==> src/rtl/cmp_pkg.sv <==
// Shared types and constants for the sequential chunked comparator.
package cmp_pkg;

    typedef enum logic [1:0] {
        ST_IDLE = 2'd0,
        ST_RUN  = 2'd1,
        ST_DONE = 2'd2
    } state_t;

    localparam logic MODE_UNSIGNED = 1'b0;
    localparam logic MODE_SIGNED   = 1'b1;

    // Index register width; a single-chunk build still needs one bit.
    function automatic int idx_width(input int n);
        return (n > 1) ? $clog2(n) : 1;
    endfunction

endpackage

==> src/rtl/chunk_cmp.sv <==
// Unsigned magnitude compare of one CHUNK-bit slice.
module chunk_cmp #(
    parameter int CHUNK = 2
) (
    input  logic [CHUNK-1:0] a,
    input  logic [CHUNK-1:0] b,
    output logic             lt,
    output logic             eq,
    output logic             gt
);

    assign lt = (a < b);
    assign eq = (a == b);
    assign gt = (a > b);

endmodule

==> src/rtl/seq_comparator.sv <==
// Multi-cycle comparator: walks the captured operands one slice per cycle,
// MSB slice first, and stops at the first slice that differs.
//
// state   | meaning
// --------+-----------------------------------------------------------
// IDLE    | waiting for en_in; operands and mode captured on start
// RUN     | comparing slice idx; leaves on first difference or last slice
// DONE    | one-cycle done_out pulse, results already on the outputs
module seq_comparator
    import cmp_pkg::*;
#(
    parameter int WIDTH = 8,
    parameter int CHUNK = 2
) (
    input  logic             clk_in,
    input  logic             rst_in,
    input  logic [WIDTH-1:0] a_in,
    input  logic [WIDTH-1:0] b_in,
    input  logic             en_in,
    input  logic             mode_in,
    output logic [WIDTH-1:0] y_out,
    output logic             carry,
    output logic             zero,
    output logic             busy_out,
    output logic             done_out
);

    localparam int NCHUNK = WIDTH / CHUNK;
    localparam int IDX_W  = idx_width(NCHUNK);
    localparam logic [WIDTH-1:0] MSB_MASK = WIDTH'(1) << (WIDTH - 1);

    generate
        if (WIDTH < 2) begin : g_bad_width
            $error("seq_comparator: WIDTH must be at least 2");
        end
        if (CHUNK < 1 || (WIDTH % CHUNK) != 0) begin : g_bad_chunk
            $error("seq_comparator: CHUNK must be positive and divide WIDTH");
        end
    endgenerate

    state_t             state_q, state_d;
    logic [IDX_W-1:0]   idx_q, idx_d;
    logic [WIDTH-1:0]   a_q, b_q;
    logic               mode_q;
    logic               capture, finish;

    logic [WIDTH-1:0]   a_op, b_op;
    logic [CHUNK-1:0]   a_sl, b_sl;
    logic               sl_lt, sl_eq, sl_gt;
    logic               last_slice;

    // Flipping the sign bit of both operands maps two's-complement order
    // onto unsigned order, so the slice compare stays unsigned.
    assign a_op = (mode_q == MODE_SIGNED) ? (a_q ^ MSB_MASK) : a_q;
    assign b_op = (mode_q == MODE_SIGNED) ? (b_q ^ MSB_MASK) : b_q;

    assign a_sl = CHUNK'(a_op >> (CHUNK * (NCHUNK - 1 - int'(idx_q))));
    assign b_sl = CHUNK'(b_op >> (CHUNK * (NCHUNK - 1 - int'(idx_q))));

    assign last_slice = (idx_q == IDX_W'(NCHUNK - 1));

    chunk_cmp #(.CHUNK(CHUNK)) u_chunk_cmp (
        .a  (a_sl),
        .b  (b_sl),
        .lt (sl_lt),
        .eq (sl_eq),
        .gt (sl_gt)
    );

    // Next-state, slice index and capture/finish strobes.
    always_comb begin
        state_d = state_q;
        idx_d   = idx_q;
        capture = 1'b0;
        finish  = 1'b0;
        case (state_q)
            ST_IDLE: begin
                if (en_in) begin
                    capture = 1'b1;
                    idx_d   = '0;
                    state_d = ST_RUN;
                end
            end
            ST_RUN: begin
                if (sl_lt || sl_gt || last_slice) begin
                    finish  = 1'b1;
                    state_d = ST_DONE;
                end else begin
                    idx_d = idx_q + 1'b1;
                end
            end
            ST_DONE: begin
                state_d = ST_IDLE;
            end
            default: begin
                state_d = ST_IDLE;
            end
        endcase
    end

    // State register with registered status flags derived from the next state.
    always_ff @(posedge clk_in) begin
        if (rst_in) begin
            state_q  <= ST_IDLE;
            idx_q    <= '0;
            busy_out <= 1'b0;
            done_out <= 1'b0;
        end else begin
            state_q  <= state_d;
            idx_q    <= idx_d;
            busy_out <= (state_d == ST_RUN);
            done_out <= (state_d == ST_DONE);
        end
    end

    // Operand and mode capture at start.
    always_ff @(posedge clk_in) begin
        if (rst_in) begin
            a_q    <= '0;
            b_q    <= '0;
            mode_q <= MODE_UNSIGNED;
        end else if (capture) begin
            a_q    <= a_in;
            b_q    <= b_in;
            mode_q <= mode_in;
        end
    end

    // Result registers, loaded on the edge that enters DONE and held after.
    // Reaching finish with an equal slice means every slice matched.
    always_ff @(posedge clk_in) begin
        if (rst_in) begin
            y_out <= '0;
            carry <= 1'b0;
            zero  <= 1'b0;
        end else if (finish) begin
            y_out <= sl_lt ? b_q : a_q;
            carry <= sl_lt;
            zero  <= sl_eq;
        end
    end

endmodule
==> config.mk <==
export PLATFORM = sky130hd
export DESIGN_NAME = seq_comparator
export DESIGN_NICKNAME = d
export VERILOG_FILES = /design/src/rtl/cmp_pkg.sv /design/src/rtl/chunk_cmp.sv /design/src/rtl/seq_comparator.sv
export SDC_FILE = /design/constraint.sdc
export NUM_CORES = 1
export LEC_CHECK = 0
export BUFFER_PORTS_ARGS = -buffer_cell sky130_fd_sc_hd__buf_2
export CAP_MARGIN = 10
export CORE_MARGIN = 2
export CORE_UTILIZATION = 48
export CTS_BUF_LIST = sky130_fd_sc_hd__clkbuf_4 sky130_fd_sc_hd__clkbuf_8 sky130_fd_sc_hd__clkbuf_16
export CTS_CLUSTER_SIZE = 24
export DETAILED_ROUTE_END_ITERATION = 10
export PLACE_DENSITY = 0.82
export RECOVER_POWER = 25
export SLEW_MARGIN = 25
export SYNTH_ARGS = -nofsm -noshare
export SYNTH_HDL_FRONTEND = slang
export SYNTH_SLANG_ARGS = --single-unit
==> constraint.sdc <==
create_clock -name clk_in -period 2.5 [get_ports clk_in]
set_input_delay 0 -clock clk_in [delete_from_list [all_inputs] [get_ports clk_in]]
set_output_delay 0 -clock clk_in [all_outputs]
set_load 0.02 [all_outputs]
# Word level (Yosys, flattened, before mapping)
# Index checks and enable logic that the tools add are counted.
# op_classes
n_shift	2
mux	13
multipliers	0
n_div	0
n_lt_le_gt_ge	2
n_addsub	2
bitwise_logic	2
eq_ne	7
n_reduce_logical	5
# ops
operator	count
8-bit by 32-bit right shift with 2-bit output	2
8-bit two-way mux	3
2-bit two-way mux	4
2-bit one-hot mux with 2 select lines	2
2-bit by 1-bit equality test with 1-bit output (second input constant)	2
2-bit equality test (second input constant)	2
1-bit two-way mux	4
2-bit != test (second input constant)	2
3-bit AND reduction	1
2-bit by 2-bit subtractor with 3-bit output (first input constant)	1
2-bit by 1-bit adder with 2-bit output (second input constant)	1
2-bit equality test	1
2-bit > comparator	1
2-bit zero test	1
1-bit logical OR	2
2-bit less-than comparator	1
1-bit NOT	2
2-bit nonzero test	1
# word_totals
output_inout_bits	12
romBits	0
latch_bits	0
reg_bits	33
ramBits	0
mem_count	0
in_bits	20
word_cells	43

# Depth between registers and ports, before layout
# logic_depth
depth_word	9
mapped_depth	9
mapped_depth_nobuf	7

# Modules after synthesis
# From an unflattened synthesis, not the netlist that was laid out.
# unflattened
cells_unflattened	158
hier_area_um2	1500.2
# modules_own_cells
module	cells_per_inst	n_inst	area_each_um2	seq_area_each_um2
seq_comparator	149	1	1437.6	660.6
chunk_cmp	9	1	62.6	0.0

# Least setup slack after synthesis
# No wires, ideal clock.
# synth_path
path_kind	reg2reg
startpoint	reg idx_q[0]
endpoint	reg idx_q[0]
required_time_ns	2.379
synth_period_minus_slack_ns	2.528
setup_slack_ns	-0.028
path_stages_with_launch	9
setup_ns	0.121
arrival_ns	2.407
path_buffers	2
cell_sequence	dfxtp_1 > clkbuf_1 > mux4_2 > inv_1 > ha_1 > nor2b_2 > buf_6 > or4_4 > mux2_4
# synth_via
elab_chain_len	7
word_cells_on_any_way	13
cone_classes	add/sub: 2; order compare: 2; eq/ne: 2; shift: 2; mux: 2; reduce/logical: 3
# synth_rtl
element	line	text
start, declared	seq_comparator.sv:42	logic [IDX_W-1:0] idx_q, idx_d;
start signal, assigned	seq_comparator.sv:110	idx_q <= idx_d;
2-bit by 2-bit subtractor with 3-bit output	seq_comparator.sv:57, seq_comparator.sv:58	
8-bit by 32-bit right shift with 2-bit output (on tied branches)	seq_comparator.sv:57, seq_comparator.sv:58	
2-bit less-than comparator or 2-bit > comparator (tied branches)	chunk_cmp.sv:12, chunk_cmp.sv:14	
1-bit logical OR (2 in series)	seq_comparator.sv:85	if (sl_lt || sl_gt || last_slice) begin
2-bit != test (no line)	-	
3-bit AND reduction (no line)	-	
# Several ways; a longest one is shown, not always the timed one. The select of a mux whose other input is x is not followed.
# A chain may end at the register's enable or synchronous reset.

# Worst setup path after layout
# layout_path
startpoint	reg mode_q
endpoint	reg y_out[6]
# layout_via
elab_chain_len	7
word_cells_on_any_way	11
cone_classes	order compare: 2; shift: 2; mux: 5; reduce/logical: 2
# layout_rtl
element	line	text
start, declared	seq_comparator.sv:44	logic mode_q;
start signal, assigned	seq_comparator.sv:125	mode_q <= mode_in;
8-bit two-way mux (on tied branches)	seq_comparator.sv:54, seq_comparator.sv:55	
8-bit by 32-bit right shift with 2-bit output (on tied branches)	seq_comparator.sv:57, seq_comparator.sv:58	
2-bit less-than comparator or 2-bit > comparator (tied branches)	chunk_cmp.sv:12, chunk_cmp.sv:14	
1-bit logical OR (2 in series)	seq_comparator.sv:85	
1-bit two-way mux	seq_comparator.sv:85	
1-bit two-way mux	seq_comparator.sv:76	case (state_q)
end signal, assigned	seq_comparator.sv:137	y_out <= sl_lt ? b_q : a_q;
end, declared	seq_comparator.sv:21	output logic [WIDTH-1:0] y_out,
# Several ways; a longest one is shown, not always the timed one.

==> implementation parameters <==
Parameter                              Value

Worst setup path
  Max Fanout on Critical Path ... 17
  Cell with the largest stage delay on the worst path ... sky130_fd_sc_hd__or3b_2
  Launching element of the worst setup path ... mode_q
  WP buf/inv ... 0
  Worst reg2reg startpoint ... mode_q
  Largest delay share family, worst path ... simple AND/OR/NAND/NOR gates
  WS Path Type ... reg -> reg
  Peak per-stage delay on the critical path ... 0.46 ns
  Critical Path Start Type ... flop
  Worst EP required ... 2.74 ns
  Crit path arrival time ... 2.58 ns
  Critical path capture point type ... flop
  Cell-by-cell trace of the critical path ... xor2_1 > mux4_2 > ha_1 > nor2b_2 > or3b_2 > a311oi_1

Route
  Drt via density ... 5.209
  Wirelength, routed ... 3.311 mm
  DR pass1 iterations ... 4
  Detailed router's first-iteration violation count ... 32
  Routed length per instance ... 12.59 um
  ANT nets after route ... 0
  Vias after detailed routing ... 1,370
  Number of remaining DRC errors ... 0

Logic synthesis
  Dominant cell type by area after synthesis ... sky130_fd_sc_hd__dfxtp_1
  Flip-flop and latch count after synthesis ... 33
  Average footprint of a synthesized cell ... 9.046 sq um
  Most used flip-flop cell after synthesis ... sky130_fd_sc_hd__dfxtp_1
  Gate count of the mapped netlist ... 174
  Count of distinct cell types in the synthesized netlist ... 30
  Post-synth net total ... 197
  Top cell types by occurrence after synthesis ... 35 x sky130_fd_sc_hd__nand2_1, 33 x sky130_fd_sc_hd__dfxtp_1, 19 x sky130_fd_sc_hd__a21oi_1
  Netlist area before placement ... 1574 sq um
  Post-synth EDFFs ... 0
  Ys Warns ... 0
  Area share of the largest cell type after synthesis ... 41.97%
  Count leader, synth ... sky130_fd_sc_hd__nand2_1
  Post-synthesis sequential area ratio ... 41.97%
  Main area contributors after synthesis ... sky130_fd_sc_hd__dfxtp_1 42%, sky130_fd_sc_hd__nand2_1 8.3%, sky130_fd_sc_hd__a21oi_1 6.0%, sky130_fd_sc_hd__mux4_2 5.7%, sky130_fd_sc_hd__a311oi_1 4.5%
  Share of synthesized flip-flops with an asynchronous set or reset ... 0%

Power and ir drop
  Total Power ... 1.349 mW
  Static Leakage ... 0.7741 nW
  Worst ir drop on vdd ... 0.3592 mV
  Power density relative to cell area ... 683.9 nW/um^2

STA
  Max-Slew Margin vs Limit ... 59.46%
  Final Skew ... 0.003090 ns
  Unrepaired setup endpoints after global routing ... no
  Hold Worst Slack ... 0.1593 ns
  Slew Limit Fails ... 0
  Transition at the pin with the smallest max-transition slack ... 0.6080 ns
  Min cycle time layout ... 2.336 ns
  Setup-violating endpoint count in the final report ... 0
  Number of hold violations in the final report ... 0
  Crit path setup slack, layout ... 0.1644 ns
  Maximum operating frequency ... 428.2 MHz
  Share of the cycle needed by the critical path after routing ... 93.42%

Finish
  Number of diodes ... 0
  NumNets Final ... 242
  Post-route non-filler standard cell count ... 263
  Post-route standard cell area excluding fillers ... 1972 sq um
  Fraction of layout instances using a drive strength above 1 ... 26.94%
  Growth of design area from synthesis to finish ... 25.28%

Run status
  Run status ... completed

Floorplanning
  Die Footprint ... 3753 sq um
  Overall die width ... 61.27 um
  Die Span Y ... 61.27 um
  Floorplan core area ... 3078 sq um
  Num rows ... 20
  Initial cell density of the core ... 51.14%
  I/O pins ... 32

Place
  DPL Wire Length ... 2.211 mm
  Number of cells after detailed placement ... 239
  Minimum setup slack after placement ... -0.003192 ns
  # port buffers ... 31
  Post-placement cell area ... 1753 sq um
  Placer congestion estimate ... 0.7579

Hold path
  Worst hold path class ... in -> reg
  Hold Crit Start ... rst_in

Global route
  Final global-route overflow total ... 0
  Pin count of the biggest net entering global routing ... 38
  Gr usage total ... 20.32%
  Global-route wire length before repair ... 5.444 mm
  Antenna violations before repair ... 0
  Vias in the first global route ... 1,248

Clocking
  Root Buffer Master ... sky130_fd_sc_hd__clkbuf_4
  # H-tree levels ... 2
  Clock transition time at the flip-flop clock pins of the worst setup and hold paths ... 0.09 ns
  Worst-Skew Late Latency ... 0.33 ns
  Number of buffers inserted by post-CTS setup repair ... 0
  Buffer depth of the longest clock path ... 2
  Total number of clock tree sinks ... 33
  Total CTS buffers ... 5
  TritonCTS clock tree ... done

Run
  Maximum capacitance violations ... 0
[through the flow]
stage	setup TNS, ns	utilization, %
after floorplan	0	-
after global placement	0	56.95
after detailed placement	-0.003192	56.95
after CTS	0	64.47
after global routing	0	64.07
final	0	64.07
[final cells by class]
type | count | area, sq um
fillers | 272 | 1106
multi-input cells | 125 | 847.1
flip-flops and latches | 33 | 661.9
repair buffers | 52 | 341.6
clock buffers | 7 | 58.81
well taps | 44 | 55.05
inverters | 2 | 7.507
[kinds of logic after synthesis]
group,synth area share (%)
AOI/OAI and AO/OA,18.44
xor gates and xnor gates,1.113
adders and majority gates,2.385
buffers and inverters,4.372
DFF,41.97
muxes,8.029
and+or+nand+nor,23.69
[flip-flops by register name, summed over array words and instances (netlist names)]
register / flops
busy_out: 1
idx_q: 2
done_out: 1
carry: 1
a_q: 8
zero: 1
b_q: 8
mode_q: 1
y_out: 8
state_q: 2
[routing by layer]
layer,share of wire [%],wire length [um],up-vias,global-route usage (%)
li1,-,-,712,-
met1,50,1640,618,25.59
met2,44,1460,37,31.91
met3,5.3,176,3,7.563
met4,1.0,34,0,7.453
met5,0,0,-,0
[final timing paths]
kind / to / slack, ns / cells after the start
max reg2reg: y_out[6] / 0.16 / 6
min: done_out / 0.16 / 2
max: y_out[6] / 0.16 / 6
min reg2reg: b_q[0] / 0.48 / 2
[worst register-to-register path, stage by stage (launching register included)]
cell and delay, ns:
sky130_fd_sc_hd__dfxtp_1 0.36, sky130_fd_sc_hd__xor2_1 0.17, sky130_fd_sc_hd__mux4_2 0.45, sky130_fd_sc_hd__ha_1 0.31, sky130_fd_sc_hd__nor2b_2 0.23, sky130_fd_sc_hd__or3b_2 0.46, sky130_fd_sc_hd__a311oi_1 0.26
[layout by cell type, fill, tap and decap left out]
cell type / synthesis / routed
sky130_fd_sc_hd__buf_2: 1 / 20
sky130_fd_sc_hd__mux2_4: 1 / 1
sky130_fd_sc_hd__or4_1: 1 / 1
sky130_fd_sc_hd__or4_4: 1 / 1
sky130_fd_sc_hd__nand3b_1: 1 / 1
sky130_fd_sc_hd__o31a_2: 1 / 1
sky130_fd_sc_hd__clkbuf_4: 0 / 6
sky130_fd_sc_hd__or3b_1: 1 / 1
sky130_fd_sc_hd__dlygate4sd3_1: 0 / 17
sky130_fd_sc_hd__mux2_2: 1 / 1
sky130_fd_sc_hd__clkbuf_1: 11 / 11
sky130_fd_sc_hd__ha_1: 3 / 3
sky130_fd_sc_hd__clkbuf_8: 0 / 1
sky130_fd_sc_hd__or3b_2: 8 / 8
sky130_fd_sc_hd__dfxtp_1: 33 / 32
sky130_fd_sc_hd__o21ai_0: 9 / 9
sky130_fd_sc_hd__nor3b_2: 1 / 1
sky130_fd_sc_hd__inv_1: 2 / 2
sky130_fd_sc_hd__nor2b_1: 5 / 4
sky130_fd_sc_hd__nor3b_1: 1 / 1
sky130_fd_sc_hd__nor2_1: 2 / 2
sky130_fd_sc_hd__nand2_1: 35 / 35
sky130_fd_sc_hd__a311oi_1: 8 / 8
sky130_fd_sc_hd__a21oi_1: 19 / 19
sky130_fd_sc_hd__o32ai_1: 8 / 8
sky130_fd_sc_hd__mux2i_1: 1 / 1
sky130_fd_sc_hd__nand2b_1: 3 / 3
sky130_fd_sc_hd__nor2b_2: 1 / 2
sky130_fd_sc_hd__buf_4: 0 / 4
sky130_fd_sc_hd__or2_2: 8 / 8
sky130_fd_sc_hd__xor2_1: 2 / 2
sky130_fd_sc_hd__mux4_2: 4 / 4
sky130_fd_sc_hd__dfxtp_2: 0 / 1
[report_power, final]
| part | switching [mW] | internal [mW] | leakage (nW) |
|---|---|---|---|
| Sequential | 0.0448 | 0.584 | 0.271 |
| Clock | 0.168 | 0.143 | 0.0348 |
| Combinational | 0.225 | 0.183 | 0.469 |
| Total | 0.438 | 0.911 | 0.774 |
[timing repair]
item | 4_1_cts | 5_1_grt
gates resized for setup | 1 | 1
endpoints found under the hold margin | 17 | 0
hold buffers | 17 | 0
endpoints found under the setup margin | 3 | 9
(Power assumes the default switching activity.)
